<file path="src/rtl/series_adder_bitserial.sv">
// Bit-serial adder for M operand channels: presents one bit-plane per cycle LSB-first,
// accumulates popcounts with a small signed carry and emits an exact W+log2(M)-bit sum.
module series_adder_bitserial #(
  parameter int unsigned M = 8,
  parameter int unsigned W = 32
) (
  input  logic                    clk,
  input  logic                    rst_n,
  input  logic                    in_valid,
  output logic                    in_ready,
  input  logic [M*W-1:0]          data_i,
  input  logic                    signed_i,
  output logic [M-1:0]            plane_o,
  output logic                    plane_vld,
  output logic                    plane_last,
  output logic [W+$clog2(M)-1:0]  result_o,
  output logic                    result_vld,
  input  logic                    result_rdy,
  output logic                    busy
);

  localparam int unsigned L  = $clog2(M);
  localparam int unsigned RW = W + L;
  localparam int unsigned CW = L + 2;
  localparam int unsigned KW = $clog2(W) + 1;

  localparam logic [1:0] StIdle  = 2'd0;
  localparam logic [1:0] StShift = 2'd1;
  localparam logic [1:0] StFlush = 2'd2;
  localparam logic [1:0] StDone  = 2'd3;

  logic [1:0]           state_q, state_d;
  logic [KW-1:0]        k_q, k_d;
  logic signed [CW-1:0] carry_q, carry_d;
  logic [RW-1:0]        res_q, res_d;
  logic [M*W-1:0]       data_q, data_d;
  logic                 sgn_q, sgn_d;
  logic                 vld_q, vld_d;

  logic [M-1:0]         plane;
  logic [L:0]           pc;
  logic signed [CW-1:0] pc_ext;
  logic signed [CW-1:0] t;
  logic                 last_plane;

  // The operand register shifts right once per plane, so bit c*W always holds
  // bit k of channel c while k < W.
  always_comb begin
    plane = '0;
    pc    = '0;
    for (int c = 0; c < int'(M); c++) begin
      plane[c] = data_q[c*W];
      pc       = pc + {{L{1'b0}}, plane[c]};
    end
  end

  assign last_plane = (k_q == KW'(W - 1));
  assign pc_ext     = $signed({1'b0, pc});
  // The MSB plane carries weight -2^(W-1) for two's complement operands.
  assign t          = (sgn_q && last_plane) ? (carry_q - pc_ext) : (carry_q + pc_ext);

  always_comb begin
    state_d = state_q;
    k_d     = k_q;
    carry_d = carry_q;
    res_d   = res_q;
    data_d  = data_q;
    sgn_d   = sgn_q;
    vld_d   = vld_q;
    case (state_q)
      StIdle: begin
        if (in_valid) begin
          data_d  = data_i;
          sgn_d   = signed_i;
          carry_d = '0;
          res_d   = '0;
          k_d     = '0;
          state_d = StShift;
        end
      end
      StShift: begin
        res_d   = {t[0], res_q[RW-1:1]};
        carry_d = t >>> 1;
        data_d  = data_q >> 1;
        if (last_plane) begin
          k_d     = '0;
          state_d = StFlush;
        end else begin
          k_d = k_q + 1'b1;
        end
      end
      StFlush: begin
        res_d   = {carry_q[0], res_q[RW-1:1]};
        carry_d = carry_q >>> 1;
        if (k_q == KW'(L - 1)) begin
          k_d     = '0;
          state_d = StDone;
        end else begin
          k_d = k_q + 1'b1;
        end
      end
      StDone: begin
        // First DONE cycle only raises result_vld; the handshake is honoured after that.
        if (!vld_q) begin
          vld_d = 1'b1;
        end else if (result_rdy) begin
          vld_d   = 1'b0;
          state_d = StIdle;
        end
      end
      default: state_d = StIdle;
    endcase
  end

  always_ff @(posedge clk or negedge rst_n) begin
    if (!rst_n) begin
      state_q <= StIdle;
      k_q     <= '0;
      carry_q <= '0;
      res_q   <= '0;
      data_q  <= '0;
      sgn_q   <= 1'b0;
      vld_q   <= 1'b0;
    end else begin
      state_q <= state_d;
      k_q     <= k_d;
      carry_q <= carry_d;
      res_q   <= res_d;
      data_q  <= data_d;
      sgn_q   <= sgn_d;
      vld_q   <= vld_d;
    end
  end

  assign in_ready   = (state_q == StIdle);
  assign busy       = (state_q != StIdle);
  assign plane_vld  = (state_q == StShift);
  assign plane_o    = plane_vld ? plane : '0;
  assign plane_last = plane_vld && last_plane;
  assign result_o   = res_q;
  assign result_vld = vld_q;

endmodule

</file>
<file path="config.mk">
export PLATFORM = sky130hd
export DESIGN_NAME = series_adder_bitserial
export DESIGN_NICKNAME = d
export VERILOG_FILES = /design/src/rtl/series_adder_bitserial.sv
export SDC_FILE = /design/constraint.sdc
export NUM_CORES = 1
export LEC_CHECK = 0
export CORE_AREA = 8 8 153 191
export DETAILED_ROUTE_END_ITERATION = 7
export DIE_AREA = 0 0 161 199
export GPL_TIMING_DRIVEN = 0
export PLACE_DENSITY = 0.83
export SYNTH_ARGS = -nofsm -noshare
export SYNTH_HDL_FRONTEND = slang
export SYNTH_SLANG_ARGS = --single-unit
</file>
<file path="constraint.sdc">
create_clock -name clk -period 11.8 [get_ports clk]
set_input_delay 2.36 -clock clk [delete_from_list [all_inputs] [get_ports clk]]
set_output_delay 2.36 -clock clk [all_outputs]
set_load 0.05 [all_outputs]
</file>
---- Yosys cells after proc, flatten, opt, wreduce, memory -nomap -nowiden ----
Cells that the tools add are included.
cells by class
  reduce and logical (&&, ||, !) cells .... 11
  multiplexer cells ....................... 20
  $add $sub $neg .......................... 10
  bitwise gates (word level) .............. 1
  eq/ne operators ......................... 10
operator list
  operator                                                               count
  256-bit one-hot mux with 2 select lines                                1
  256-bit two-way mux                                                    1
  35-bit one-hot mux with 3 select lines                                 1
  35-bit two-way mux                                                     1
  6-bit two-way mux                                                      3
  6-bit one-hot mux with 3 select lines                                  1
  4-bit by 1-bit adder with 4-bit output                                 4
  5-bit one-hot mux with 3 select lines                                  1
  2-bit two-way mux                                                      5
  5-bit two-way mux                                                      2
  8-bit two-way mux                                                      1
  2-bit inequality test, second input constant                           4
  2-bit one-hot mux with 4 select lines                                  1
  6-bit by 1-bit adder with 6-bit output, second input constant          1
  6-bit by 2-bit equality test with 1-bit output, second input constant  1
  6-bit by 5-bit equality test with 1-bit output, second input constant  1
  2-bit AND reduction                                                    3
  5-bit adder                                                            1
  5-bit AND reduction                                                    1
  5-bit subtractor                                                       1
  3-bit by 1-bit adder with 4-bit output                                 1
  2-bit equality test, second input constant                             2
  2-bit nonzero test                                                     2
  2-bit by 1-bit adder with 3-bit output                                 1
  9 further kinds                                                        11
word-level totals
  flip-flop bits (word level) ............. 306
  logic and storage cells ................. 60
  bits of input ports ..................... 261
  output and inout port bits .............. 48

---- Longest topological paths before layout ----
  depth after elaboration ................. 10
  mapped depth ............................ 18
  mapped depth without buffers ............ 18

---- Worst setup path after synthesis ----
Ideal clock, no wire load.
  kind .................................... register -> output
  start point ............................. register state_q[1]
  end point ............................... output port plane_last
  data arrival time ....................... 2,856 ps
  cell stages (with the launch flop) ...... 8
  required time ........................... 9,440 ps
  buffers on the path ..................... 3
  setup slack ............................. 6,584 ps
  cell sequence ........................... dfrtp_1 -> inv_1 -> ha_1 -> buf_2 -> buf_2 -> clkinv_1 -> clkbuf_1 -> nor3_1
between the ends
  cells in the longest elaborated chain, start to end .. 2
ends and longest elaborated chain
  element                                         RTL line  source
  start, declared                                 32        logic [1:0] state_q, state_d;
  start signal, assigned                          117       state_q <= StIdle;
  start signal, assigned                          125       state_q <= state_d;
  2-bit by 1-bit equality test with 1-bit output  137       assign plane_vld = (state_q == StShift);
  via plane_vld                                   14        output logic plane_vld,
  1-bit logical AND                               139       assign plane_last = plane_vld && last_plane;
  end, declared                                   15        output logic plane_last,
The timed path passes the listed nets, and every way through them passes these cells.

---- Worst setup path after layout ----
  start point ............................. register state_q[1]
  end point ............................... output port plane_last
between the ends
  cells in the longest elaborated chain, start to end .. 2
ends and longest elaborated chain
  element                                         RTL line
  2-bit by 1-bit equality test with 1-bit output  137
  1-bit logical AND                               139
No other way between the ends.

==> summary.md <==
| Metric | Value |
|---|---|
| Commonest non-fill, non-tap cell in the layout | clkdlybuf4s50_1 |
| GRT Residual Overflow | 0 |
| Yosys cell types | 51 |
| Setup bufs post-CTS | 0 |
| First-pass GRT wire length | 61,200 µm |
| Crit-path cells | inv_1 -> ha_1 -> buf_2 -> buf_2 -> clkinv_1 -> clkbuf_1 -> nor3_1 -> clkdlybuf4s50_1 |
| Critical path peak fanout | 10 |
| DR WL/cell | 18.4 µm |
| Setup violators final | 0 |
| Number of flops mapped to enable cells by yosys | 0 |
| IO Count | 309 |
| Yosys warning count | 0 |
| Period minus WS final | 6140 ps |
| Vias/cell | 5.48 |
| R2R depth | 17 |
| Clk root buf | clkbuf_16 |
| Max-cap viol count | 0 |
| Max H-tree Level | 1 |
| Slew Viols, Final | 0 |
| Total CTS buffers | 31 |
| Netlist Area Pre-Place | 14,200 µm² |
| Die ar. | 32,000 µm² |
| Detailed Place HPWL | 27,600 µm |
| Area Growth Syn to Fin | 32.4% |
| Outcome | finished clean |
| Worst vdd ir | 0.000177 V |
| Hold Buf Count CTS | 0 |
| CTS Buffer Depth | 3 |
| R2r setup slk | 7100 ps |
| R2r endpoint | carry_q[4] |
| Worst-Skew Late Latency | 560 ps |
| CP max stage cell | clkdlybuf4s50_1 |
| Crit path required time | 9440 ps |
| Rows | 67 |
| CP top delay family | buffers and inverters |
| DRT iter0 DRCs | 558 |
| Synth Register Bits | 306 |
| Vias | 11,300 |
| Initial antenna violation count | 5 |
| Die Y | 199 µm |
| Placed Area | 17,700 µm² |
| Routed wire length | 38,000 µm |
| I/O Buffers | 308 |
| CP endpoint kind | output pin |
| DR DRC count | 0 |
| Placed Cells | 2,003 |
| Final std cell area, no fill | 18,700 µm² |
| Final Instance Count excl. Fillers | 2,064 |
| Kind of start point of the critical path | register |
| Worst rel slew slack | 37.1% |
| Cells after Synth | 1,348 |
| Vias in the first global route | 12,000 |
| Period utilization | 52.0% |
| Final Skew | 17.9 ps |
| CTS tree | done |
| Worst Tran Pin Value | 943 ps |
| Avg Inst Size Synth | 10.5 µm² |
| Critical R2R Launch | data_q[0] |
| Largest net degree at the start of global routing | 123 |
| Syn_nets | 1,628 |
| Power per cell area | 286 nW/µm² |
| Hold Crit Depth | 2 |
| Starting Density | 53.8% |
| CTS-repair resized insts | 0 |
| Fmax | 0.163 GHz |
| Final GP Congestion | 0.832 |
| Reg clk slew, reported paths | 60 ps |
| Total track usage | 23.2% |
| Buf/Inv on CP | 6 |
| Async set-reset flop share out of synthesis | 100% |
| Ratio of cells with drive above 1 in the final layout | 7.29% |
| Setup crit start | state_q[1] |
| Hold Vio Cnt, Final | 0 |
| Post-synth top flop | dfrtp_1 |
| Total power draw | 5.36 mW |
| CP peak stage delay | 870 ps |
| Crit path kind | register to output pin |
| Pre-Repair DR Iteration Count | 4 |
| Die extent in x | 161 µm |
| Layout Nets | 1,971 |
| P_leak | 8.33 nW |
| HP Class | register to register |
| RSZ-0062 raised after global routing | no |
| Sequential area share after synthesis | 54.1% |
| HP Start | data_q[203] |
| Most used cell, CP | buf_2 |
| Worst EP arrival | 3780 ps |
| Core region area | 26,300 µm² |
| Worst hold endpoint | data_q[203] |
| Antenna Violating Nets Remaining | 0 |
| # clock sinks | 306 |
| Most frequent cells in the layout | clkdlybuf4s50_1, dfrtp_1, nand2_1 |
-- worst register-to-register path, delay by kind of cell (launching register included) --
kind                       cells  cell delay, ps
AOI/OAI and AO/OA              3             530
xor gates and xnor gates       2             280
adders and majority gates      7            2940
buffers and inverters          3             230
DFF                            1             350
and+or+nand+nor                2             280
-- power breakdown --
| group | internal (mW) | switching (mW) | leakage (nW) |
|---|---|---|---|
| clock | 0.559 | 0.413 | 0.494 |
| combinational | 1.09 | 1.56 | 3.96 |
| sequential | 1.51 | 0.237 | 3.88 |
| total | 3.16 | 2.21 | 8.33 |
-- flip-flops by register name, indices dropped and copies added, names as in the netlist --
register and cells:
state_q 2, sgn_q 1, result_o 35, data_q 256, result_vld 1, k_q 6
carry_q 5
-- layer usage --
metal | global-route usage, % | wire, µm | vias to the layer above
met4 | 8.76 | 1180 | 0
met3 | 3.60 | 1830 | 75
met1 | 28.7 | 15700 | 5568
met2 | 40.4 | 19300 | 310
li1 | - | - | 5357
met5 | 0 | 0 | -
-- layout make-up --
class / count / area, µm²
clock inverters: 11 / 116
diodes: 5 / 12.5
fillers: 1943 / 7580
multi-input cells: 921 / 5940
plain buffers: 97 / 470
well taps: 345 / 432
inverters: 24 / 90.1
flip-flops and latches: 306 / 7660
clock buffers: 45 / 878
repair buffers: 310 / 3140
-- cells in the mapped netlist (all sizes together) (3+ instances only) --
master	n	area, µm²
mux2i	248	2480
o21ai	268	1350
fa	5	100
a22o	35	307
dfrtp	306	7660
nor2	19	81.3
nand3	5	30.0
buf	66	354
inv	23	86.3
a21oi	13	65.1
ha	14	175
nand2b	4	25.0
xnor2	3	26.3
clkbuf	31	116
nand2	271	1020
-- stage by stage --
stage | worst slack (ps) | hold slack [ps] | utilization [%] | setup TNS [ps]
global placement | -4650 | 460 | 67.2 | -1413600
global route | 5510 | 493 | 71.2 | 0
finish | 5660 | 482 | 71.2 | 0
detailed placement | 6250 | 470 | 67.4 | 0
floorplan | 6580 | 450 | - | 0
CTS | 5650 | 484 | 71.2 | 0
-- logic make-up (layout without fill, tap and decap cells) --
family	count (synthesis)	after routing	synth area share [%]
adder cells (fa/ha/maj)	19	19	1.94
XOR/XNOR	5	5	0.309
AO/OA/AOI/OAI	333	333	13.1
multiplexers	250	250	17.7
other	0	5	0
AND/OR/NAND/NOR	314	314	8.90
buffers and inverters	121	487	3.96
flip-flops	306	306	54.1
-- worst max-delay path by stage --
stage                     slack, ps           to  cells past startpoint
after CTS                      5650   plane_last                      8
after detailed placement       6250   plane_last                      8
after floorplan                6580   plane_last                      7
after global placement        -4650  data_q[111]                      1
final                          5660   plane_last                      8
after global routing           5510   plane_last                      8
Power figures use the tool's default switching activity.
